$ cat src/rtl/mod_counter_pkg.sv
// Shared definitions for the modulo-N up/down counter: direction encodings
// and the load clamp helper.
package mod_counter_pkg;

  localparam logic DIR_UP   = 1'b1;
  localparam logic DIR_DOWN = 1'b0;

  // Compared one bit wider than the counter so a modulus of 2**WIDTH never clamps.
  function automatic logic [32:0] clamp_load(input logic [32:0] d, input logic [32:0] modulus);
    logic [32:0] r;
    if (d < modulus) begin
      r = d;
    end else begin
      r = modulus - 33'd1;
    end
    return r;
  endfunction

endpackage

$ cat src/rtl/mod_counter_cmp.sv
// Registered equality comparator; match lines up with the counter value it
// was computed from. Only instantiated when MOD_COUNTER_CMP_EN is defined.
module mod_counter_cmp
  import mod_counter_pkg::*;
#(
  parameter int WIDTH = 8
) (
  input  logic             clk,
  input  logic             reset,
  input  logic [WIDTH-1:0] q_next,
  input  logic [WIDTH-1:0] cmp,
  output logic             match
);

  logic match_r;
  logic match_next_s;

  // Equality against the value q takes at the coming edge.
  always_comb begin
    match_next_s = 1'b0;
    if (q_next == cmp) begin
      match_next_s = 1'b1;
    end else begin
      match_next_s = 1'b0;
    end
  end

  // Match register, cleared by reset.
  always_ff @(posedge clk) begin
    if (reset) begin
      match_r <= 1'b0;
    end else begin
      match_r <= match_next_s;
    end
  end

  assign match = match_r;

endmodule

$ cat src/rtl/mod_counter.sv
// Parametrised modulo-N up/down counter with load clamp, combinational
// terminal count and registered wrap pulse. MOD_COUNTER_CMP_EN adds cmp/match.
module mod_counter
  import mod_counter_pkg::*;
#(
  parameter int              WIDTH   = 8,
  parameter longint unsigned MODULUS = 64'd1 << WIDTH
) (
  input  logic             clk,
  input  logic             reset,
  input  logic [WIDTH-1:0] d,
  input  logic             load,
  input  logic             en,
  input  logic             up,
`ifdef MOD_COUNTER_CMP_EN
  input  logic [WIDTH-1:0] cmp,
  output logic             match,
`endif
  output logic [WIDTH-1:0] q,
  output logic             tc,
  output logic             wrap
);

  localparam logic [32:0]      MOD_EXT = 33'(MODULUS);
  localparam logic [WIDTH-1:0] TERM    = WIDTH'(MODULUS - 64'd1);
  localparam logic [WIDTH-1:0] ZERO    = WIDTH'(64'd0);
  localparam logic [WIDTH-1:0] ONE     = WIDTH'(64'd1);

  logic [WIDTH-1:0] q_r;
  logic [WIDTH-1:0] q_next_s;
  logic [WIDTH-1:0] load_val_s;
  logic             wrap_r;
  logic             wrap_next_s;
  logic             at_end_s;

  assign load_val_s = WIDTH'(clamp_load(33'(d), MOD_EXT));

  // Boundary in the current direction: top of range going up, zero going down.
  always_comb begin
    at_end_s = 1'b0;
    case (up)
      DIR_UP:   at_end_s = (q_r == TERM);
      DIR_DOWN: at_end_s = (q_r == ZERO);
      default:  at_end_s = 1'b0;
    endcase
  end

  assign tc = en & ~load & at_end_s;

  // Next count: load beats enable; wrap is explicit so odd moduli stay exact.
  always_comb begin
    q_next_s    = q_r;
    wrap_next_s = 1'b0;
    if (load) begin
      q_next_s    = load_val_s;
      wrap_next_s = 1'b0;
    end else if (en) begin
      wrap_next_s = at_end_s;
      case (up)
        DIR_UP: begin
          if (at_end_s) begin
            q_next_s = ZERO;
          end else begin
            q_next_s = q_r + ONE;
          end
        end
        DIR_DOWN: begin
          if (at_end_s) begin
            q_next_s = TERM;
          end else begin
            q_next_s = q_r - ONE;
          end
        end
        default: begin
          q_next_s    = q_r;
          wrap_next_s = 1'b0;
        end
      endcase
    end else begin
      q_next_s    = q_r;
      wrap_next_s = 1'b0;
    end
  end

  // Count and wrap registers; reset overrides load and enable.
  always_ff @(posedge clk) begin
    if (reset) begin
      q_r    <= ZERO;
      wrap_r <= 1'b0;
    end else begin
      q_r    <= q_next_s;
      wrap_r <= wrap_next_s;
    end
  end

  assign q    = q_r;
  assign wrap = wrap_r;

`ifdef MOD_COUNTER_CMP_EN
  mod_counter_cmp #(
    .WIDTH (WIDTH)
  ) u_cmp (
    .clk    (clk),
    .reset  (reset),
    .q_next (q_next_s),
    .cmp    (cmp),
    .match  (match)
  );
`endif

endmodule

$ cat config.mk
export PLATFORM = sky130hd
export DESIGN_NAME = mod_counter
export DESIGN_NICKNAME = d
export VERILOG_FILES = /design/src/rtl/mod_counter_pkg.sv /design/src/rtl/mod_counter_cmp.sv /design/src/rtl/mod_counter.sv
export SDC_FILE = /design/constraint.sdc
export NUM_CORES = 1
export LEC_CHECK = 0
export ABC_AREA = 1
export ABC_CLOCK_PERIOD_IN_PS = 1800
export CAP_MARGIN = 25
export CELL_PAD_IN_SITES_DETAIL_PLACEMENT = 0
export CELL_PAD_IN_SITES_GLOBAL_PLACEMENT = 1
export CORE_MARGIN = 5
export CORE_UTILIZATION = 32
export CTS_CLUSTER_SIZE = 24
export DETAILED_ROUTE_END_ITERATION = 10
export GPL_ROUTABILITY_DRIVEN = 0
export PLACE_DENSITY_LB_ADDON = 0.1
export REMOVE_ABC_BUFFERS = 1
export SYNTH_ARGS = -nofsm -noshare
export SYNTH_HDL_FRONTEND = slang
export SYNTH_HIERARCHICAL = 1
export SYNTH_SLANG_ARGS = --single-unit
$ cat constraint.sdc
create_clock -name clk -period 1.8 [get_ports clk]
set_clock_uncertainty 0.1 [all_clocks]
set_input_delay 0.27 -clock clk [delete_from_list [all_inputs] [get_ports clk]]
set_output_delay 0.27 -clock clk [all_outputs]
set_load 0.02 [all_outputs]
Word-level counts from Yosys, hierarchy flattened
Cells that the tools add are included.

Bitwise logic cells: 5. Mux-type cells: 6. Reduce and logical (&&, ||, !) cells: 3. Equality and inequality tests: 1. Add/subtract/negate cells: 2.

Operator list (count): 8-bit 2-to-1 mux (4); 8-bit case mux with 2 select lines (1); 8-bit by 1-bit adder with 8-bit output (second input constant) (1); 8-bit == test (second input constant) (1); 8-bit logical NOT (1); 8-bit by 1-bit subtractor with 8-bit output (second input constant) (1); 1-bit NOT (3); 3-bit OR reduction (1); 1-bit bitwise AND (2); 1-bit case mux with 2 select lines (1); 2-bit nonzero test (1).

Word-level logic and storage cells: 19. Bits of input ports: 13. Output and inout bits: 10. Flip-flop bits (word level): 9.

Logic depth before layout (Yosys ltp)
Gate-level depths: netlist of the first run.

Depth in word-level cells: 6. Gate-level depth with buffers: 12. Mapped depth without buffers: 12.

Worst setup path before layout of the first run
No wires, ideal clock.

Kind: reg2out. Start point: register q_r[1], in the netlist q[1]. End point: output port tc. Required time: 1.430 ns. Path slack: -0.082 ns. Buffers on the path: 0. Stages on the path, launching flop included: 8. Arrival time: 1.512 ns. Path through: dfxtp_1 > ha_1 > nand2_2 > nor2_2 > nand2_2 > nand2_4 > inv_4 > nor2_1.

Longest elaborated chain between the ends: 3. Elaborated cells between the ends (all ways): 4. Classes of those cells: eq/ne: 1; mux: 1; bitwise: 1; reduce/logical: 1.

RTL lines: start: declaration (line mod_counter.sv:29) `logic [WIDTH-1:0] q_r;`; start signal: assignment (line mod_counter.sv:91) `q_r <= q_next_s;`; 8-bit == test or 8-bit logical NOT (tied branches) (line mod_counter.sv:42, mod_counter.sv:43); 1-bit case mux with 2 select lines * (line mod_counter.sv:41) `case (up)`; 1-bit bitwise AND * (line mod_counter.sv:48) `assign tc = en & ~load & at_end_s;`; end: declaration (line mod_counter.sv:20) `output logic tc,`.

Every way passes the cells marked *; elsewhere a longest branch is shown, timed or not.

Worst setup path after layout of the first run
Start point: register q_r[0], in the netlist q[0]. End point: output port tc.

The elaborated chain is that of the path after synthesis.

==> results.yml, run 1 <==
outcome:
  run_status: "complete, no violations"
hold_path:
  worstHoldPathCells: 3
  hold_class: "in2reg"
layout:
  util_after_layout_pct: 55.60
  n_fill_cell: 255
  layout_common_cells: "sky130_fd_sc_hd__nand2_1, sky130_fd_sc_hd__buf_4, sky130_fd_sc_hd__clkdlybuf4s50_1, sky130_fd_sc_hd__nor2_1, sky130_fd_sc_hd__inv_1"
  antenna-diode-count: 0
  area_growth_syn_to_layout_pct: 63.20
  net_count_reported_at_finish: 209
  final_area_mm2: 0.001415
  final_layout_size_suffix_gt1_share_pct: 31.77
  count_of_non_filler_cells_in_the_finished_layout: 222
  mostFrequentLayoutCell: "sky130_fd_sc_hd__nand2_1"
sta:
  fmaxAchievable_mhz: 556.9
  hold_ws_ns: 0.4669
  report.final.setup_viol: 0
  final_hold_viol_count: 0
  worst_slew_margin_rel_pct: 69.59
  slew_viol_final: 0
  layout_min_cycle_time_ns: 1.796
  timing.final.crit_share_pct: 99.76
  unrepaired_setup_endpoints_after_global_routing: "yes"
  worst-slew-pin-transition_ns: 0.4547
  post-route-worst-setup-slack_ns: 0.004335
route:
  totalWireLength_um: 2822
  route.detailed.wl_per_inst_um: 12.71
  initialDrtViolationCount: 60
  detailroute.via_count: 1080
  first_pass_iters: 4
  avgViaCountPerCell: 4.865
  drt_drc_violations_left: 0
  remaining_antenna_violation_count_after_routing: 0
yosys:
  synth_simple_gate_area_share_pct: 40.69
  synth_top_family_by_area: "simple AND/OR/NAND/NOR gates"
  post_synth_xor_area_fraction_pct: 6.061
  synth-compound-area-share_pct: 15.73
  yosys.area_share.adder_pct: 4.329
  synth.ff_latch_count: 9
  synth-seq-area-share_pct: 20.78
  post_synthesis_cell_area_um2: 867.1
  post_synth_mux_area_share_pct: 0
  synth_cell_types: 24
  syn-mean-instance-area_um2: 6.238
  synth_warnings: 6
  synthesis.instances: 139
power:
  ir_worst_vdd_mv: 0.4527
  power-per-cell-area_mw_per_mm2: 533.0
  cellLeakagePower_nw: 0.7206
grt:
  grt_pass1_vias: 1033
  grt_most_used_layer: "met2"
  grt_start_max_net_pins: 10
  grt.met3_usage_pct: 2.893
  antenna_found_initial: 0
  globalRouteMet1Util_pct: 21.28
  grt-ovfl-total: 0
  groute.usage.overall_pct: 16.52
  grt_first_pass_wirelength_um: 4643
  groute.layer.met2.usage_pct: 27.22
clock_tree:
  tritoncts: "built"
  clk_pin_slew_ns: 0.07
  cts.path.max_buffers: 2
  cts.root.buffer_cell: "sky130_fd_sc_hd__clkbuf_4"
  insertion_delay_ns: 0.27
  cts_inserted_buffers: 3
  clock_tree.htree_level_count: 1
  clock-sinks: 9
  cts-hold-fix-buffers: 0
floorplan:
  die_h_um: 62.06
  die_w_um: 62.06
  design.portCount: 23
  initial_core_util_pct: 34.07
  fp.coreArea_mm2: 0.002545
  floorplan.rows: 18
  dieArea_mm2: 0.003851
placement:
  standard_cell_area_after_detailed_placement_mm2: 0.001294
  dp_worst_setup_slack_ns: -0.4578
  dp.cells: 215
  io_buffers: 22
  hpwl_um: 2166
worst_setup_path:
  setup_crit_path_kind: "reg2out"
  required_ns: 1.43
  timing.critical_path.to_type: "output port"
  crit_fanout: 4
  crit_path_start_kind: "register"
  timing.reg2reg.worst_path_depth: 13
  data_arrival_time_of_the_critical_path_ns: 1.43
job:
  maxCapViolations: 0
[what timing repair did]
item                                    4_1_cts  5_1_grt
gates resized for setup                      21       10
gates cloned                                  0        0
endpoints found under the setup margin        2        9
pin swaps                                     5        5
buffers inserted                              3        0
[worst max-delay path, cell delays in order (launching register included)]
cell                      delay, ns
sky130_fd_sc_hd__dfxtp_4       0.37
sky130_fd_sc_hd__inv_4         0.07
sky130_fd_sc_hd__ha_4          0.13
sky130_fd_sc_hd__nand2_2       0.05
sky130_fd_sc_hd__nor2_2        0.12
sky130_fd_sc_hd__nand2_2       0.09
sky130_fd_sc_hd__nand2_4       0.09
sky130_fd_sc_hd__inv_4         0.04
sky130_fd_sc_hd__nor2_4        0.07
sky130_fd_sc_hd__buf_6         0.12
[flip-flops by register name (all words and copies together) (netlist names)]
register / cells
q: 8
wrap: 1
[Yosys cell counts]
library cell	n	area share [%]
sky130_fd_sc_hd__inv_1	10	4.3
sky130_fd_sc_hd__o21ai_0	7	4.0
sky130_fd_sc_hd__ha_1	3	4.3
sky130_fd_sc_hd__nand2_4	1	1.3
sky130_fd_sc_hd__nand2_1	48	21
sky130_fd_sc_hd__nand4_1	3	2.2
sky130_fd_sc_hd__dfxtp_1	9	21
sky130_fd_sc_hd__nand2_2	3	2.2
sky130_fd_sc_hd__a21oi_2	2	2.0
sky130_fd_sc_hd__a21oi_1	5	2.9
sky130_fd_sc_hd__buf_4	1	0.87
sky130_fd_sc_hd__nor3_1	1	0.58
sky130_fd_sc_hd__inv_4	1	0.72
sky130_fd_sc_hd__buf_6	4	5.2
sky130_fd_sc_hd__a22oi_1	7	6.1
sky130_fd_sc_hd__nor2_4	1	1.3
sky130_fd_sc_hd__buf_1	1	0.43
sky130_fd_sc_hd__nor2_1	12	5.2
sky130_fd_sc_hd__nand3_2	1	1.2
sky130_fd_sc_hd__xor2_1	6	6.1
sky130_fd_sc_hd__a31oi_1	1	0.72
sky130_fd_sc_hd__inv_2	2	0.87
sky130_fd_sc_hd__nand3_1	8	4.6
sky130_fd_sc_hd__nor2_2	2	1.4
[per-layer routing]
layer  vias up  wire, um
li1        555         -
met1       486      1285
met2        33      1343
met3         6       147
met4         0        46
met5         -         0
[final cells by class]
| type | count | area (um2) | share of cell area, % |
|---|---|---|---|
| clock buffer | 4 | 26.28 | 1.857 |
| timing repair buffer | 55 | 478.0 | 33.78 |
| inverter | 13 | 56.30 | 3.979 |
| tap | 30 | 37.54 | 2.653 |
| multi-input combinational | 111 | 629.4 | 44.47 |
| sequential | 9 | 187.7 | 13.26 |
[kinds of logic after synthesis]
family,after synthesis
XOR/XNOR,6
AO/OA/AOI/OAI,22
buffers and inverters,19
flip-flops,9
AND/OR/NAND/NOR,80
adder cells (fa/ha/maj),3
[stage by stage]
stage               power (W)  TNS (ns)
CTS                 0.0007488         0
global placement    0.0005634   -0.4603
floorplan           0.0003987   -0.1063
finish              0.0007542         0
global route        0.0008123  -0.07692
detailed placement  0.0005658   -0.7081
[report_power, final]
| part | switching [W] | total, W | internal (W) |
|---|---|---|---|
| sequential | 0.0000170 | 0.000229 | 0.000212 |
| clock | 0.0000821 | 0.000168 | 0.0000859 |
| combinational | 0.000181 | 0.000357 | 0.000176 |
[final timing paths]
check / slack [ns] / start / to
setup / recovery: 0.004 / q[0]$_SDFFE_PP0P_ / tc
hold / removal: 0.47 / d[0] / q[0]$_SDFFE_PP0P_
setup reg to reg: 0.12 / q[0]$_SDFFE_PP0P_ / q[7]$_SDFFE_PP0P_
hold reg to reg: 0.52 / q[6]$_SDFFE_PP0P_ / q[6]$_SDFFE_PP0P_
Power figures use the tool's default switching activity.
==> run 2, diff against run 1 <==
ABC_AREA = unset   (was 1)
CORE_UTILIZATION = 33   (was 32)
==> results.yml, run 2 <==
outcome:
  run_status: "finished, violations left"
  violations: "negative setup slack"
grt:
  grt-ovfl-total: 0
  grt_pass1_vias: 1015
  groute.usage.overall_pct: 17.22
  grt_first_pass_wirelength_um: 4478
  grt_start_max_net_pins: 20
  antenna_found_initial: 0
route:
  avgViaCountPerCell: 5.422
  route.detailed.wl_per_inst_um: 15.55
  first_pass_iters: 6
  drt_drc_violations_left: 0
  initialDrtViolationCount: 50
  detailroute.via_count: 1014
  remaining_antenna_violation_count_after_routing: 0
  totalWireLength_um: 2908
layout:
  final_area_mm2: 0.001370
  antenna-diode-count: 0
  n_fill_cell: 227
  register_area_um2: 182.7
  mostFrequentLayoutCell: "sky130_fd_sc_hd__buf_4"
  area_growth_syn_to_layout_pct: 68.72
  final_layout_size_suffix_gt1_share_pct: 31.21
  layout_common_cells: "sky130_fd_sc_hd__buf_4, sky130_fd_sc_hd__clkdlybuf4s50_1, sky130_fd_sc_hd__a21oi_1, sky130_fd_sc_hd__nor2_1"
  flip_flop_count_of_the_largest_register_after_layout: 8
  multi_input_comb_area_um2: 646.9
  net_count_reported_at_finish: 174
yosys:
  post_synthesis_cell_area_um2: 812.0
  synth_cell_types: 42
  synthesis.instances: 113
  synth.top_cells.by_area: "sky130_fd_sc_hd__dfxtp_1, sky130_fd_sc_hd__a21oi_1, sky130_fd_sc_hd__nor2_1"
  synth.ff_latch_count: 9
  post-synth-top-count-cell: "sky130_fd_sc_hd__nor2_1"
  synth_warnings: 6
  synth_enable_flop_cells: 0
  share_of_the_synthesized_area_in_the_top_cell_type_pct: 22.19
  synth-seq-area-share_pct: 22.19
  synth.cells.most_frequent: "sky130_fd_sc_hd__nor2_1, sky130_fd_sc_hd__a21oi_1, sky130_fd_sc_hd__dfxtp_1, sky130_fd_sc_hd__inv_1, sky130_fd_sc_hd__nand2_1"
  synth_top_cell_by_area: "sky130_fd_sc_hd__dfxtp_1"
  syn-mean-instance-area_um2: 7.186
  synthArstFlopShare_pct: 0
  synth-main-ff-cell: "sky130_fd_sc_hd__dfxtp_1"
floorplan:
  die_h_um: 59.61
  initial_core_util_pct: 33.70
  dieArea_mm2: 0.003553
  floorplan.rows: 18
  die_w_um: 59.61
  design.portCount: 23
  fp.coreArea_mm2: 0.002410
clock_tree:
  insertion_delay_ns: 0.28
  cts.root.buffer_cell: "sky130_fd_sc_hd__clkbuf_4"
  clk_pin_slew_ns: 0.08
  cts-hold-fix-buffers: 0
  cts.path.max_buffers: 2
  tritoncts: "built"
  cts_inserted_buffers: 3
  clock-sinks: 9
  clock_tree.htree_level_count: 1
sta:
  final_hold_viol_count: 0
  worst_slew_margin_rel_pct: 75.15
  report.final.setup_viol: 7
  worst-slew-pin-transition_ns: 0.3716
  post-route-worst-setup-slack_ns: -0.3023
  setup_total_negative_slack_ns: -1.472
  timing.final.crit_share_pct: 116.8
  fmaxAchievable_mhz: 475.7
  unrepaired_setup_endpoints_after_global_routing: "yes"
  slew_viol_final: 0
  layout_min_cycle_time_ns: 2.102
worst_setup_path:
  crit_fanout: 2
  timing.critical_path.to_type: "output port"
  crit_path_start_kind: "register"
  setup_crit_path_kind: "reg2out"
  required_ns: 1.43
  data_arrival_time_of_the_critical_path_ns: 1.73
power:
  cellLeakagePower_nw: 0.6308
  ir_worst_vdd_mv: 0.3839
  power-per-cell-area_mw_per_mm2: 553.5
hold_path:
  hold_class: "in2reg"
placement:
  io_buffers: 22
  hpwl_um: 2028
  standard_cell_area_after_detailed_placement_mm2: 0.001181
job:
  maxCapViolations: 0
[run 2: changes by cell type in the layout (fill, tap and decap cells not counted), moves of 4 or more]
cell	delta
sky130_fd_sc_hd__a22oi_1	-7
sky130_fd_sc_hd__buf_4	-10
sky130_fd_sc_hd__xor2_1	-5
sky130_fd_sc_hd__nand2_2	-4
sky130_fd_sc_hd__nand2_1	-40
sky130_fd_sc_hd__a21oi_1	+7
[run 2: metrics by stage]
| step | setup slack (ns) | hold slack (ns) | cells | power, W | util, % |
|---|---|---|---|---|---|
| 6_report | -0.3023 | 0.4375 | 187 | 0.0007583 | 56.85 |
| 3_5_place_dp | -0.6807 | 0.5397 | 177 | 0.0005296 | 49.01 |
| 3_3_place_gp | -0.6235 | 0.5113 | 177 | 0.0005285 | 49.01 |
| 4_1_cts | -0.2983 | 0.4381 | 186 | 0.0007333 | 53.27 |
| 2_1_floorplan | -0.3028 | 0.2391 | 105 | 0.0003811 | - |
| 5_1_grt | -0.3560 | 0.4591 | 187 | 0.0007924 | 56.85 |
[run 2: cells by family after synthesis]
logic type | Yosys count | share of synthesized area (%)
AOI/OAI and AO/OA | 34 | 28.35
xor gates and xnor gates | 2 | 2.158
adders and majority gates | 3 | 4.623
buffers and inverters | 17 | 8.936
DFF | 9 | 22.19
muxes | 1 | 1.387
and+or+nand+nor | 47 | 32.36
[run 2: worst paths after layout]
kind                            slack, ns  depth (start not counted)                end               from
worst max-delay path                -0.30                          7                 tc  q[1]$_SDFFE_PP0P_
worst min-delay path                 0.44                          3  q[0]$_SDFFE_PP0P_               d[0]
worst max register to register      -0.25                          9  q[2]$_SDFFE_PP0P_  q[1]$_SDFFE_PP0P_
worst min register to register       0.61                          5  q[0]$_SDFFE_PP0P_  q[0]$_SDFFE_PP0P_
[run 2: power by group]
group | internal (W) | switching [W]
Combinational | 0.000174 | 0.000179
Clock | 0.0000862 | 0.0000959
Sequential | 0.000215 | 0.00000934
[run 2: what timing repair did]
action / in CTS / in global routing
pin swaps: 8 / 6
setup buffers: 5 / 2
setup endpoints to repair: 7 / 14
resized for setup: 18 / 18
[run 2: final cells by class]
type / count / share of cell area [%]
Multi-Input combinational cell: 87 / 47.21
Timing Repair Buffer: 48 / 32.33
Sequential cell: 9 / 13.33
Tap cell: 30 / 2.740
Inverter: 9 / 2.466
Clock buffer: 4 / 1.918
[run 2: per-layer routing]
layer	track usage, %	part of all wire [%]	vias to the layer above
met4	12.03	3.2	0
met1	19.14	39	446
met5	0	0	-
met2	29.17	50	52
met3	3.268	8.1	9
li1	-	-	507
[run 2: worst max-delay path, stage by stage, from the launching register on]
cell and delay [ns]:
sky130_fd_sc_hd__dfxtp_2 0.33, sky130_fd_sc_hd__inv_2 0.07, sky130_fd_sc_hd__ha_4 0.13, sky130_fd_sc_hd__or4b_4 0.51
sky130_fd_sc_hd__nor2_8 0.13, sky130_fd_sc_hd__nor2_4 0.05, sky130_fd_sc_hd__nor2_2 0.09, sky130_fd_sc_hd__buf_4 0.14
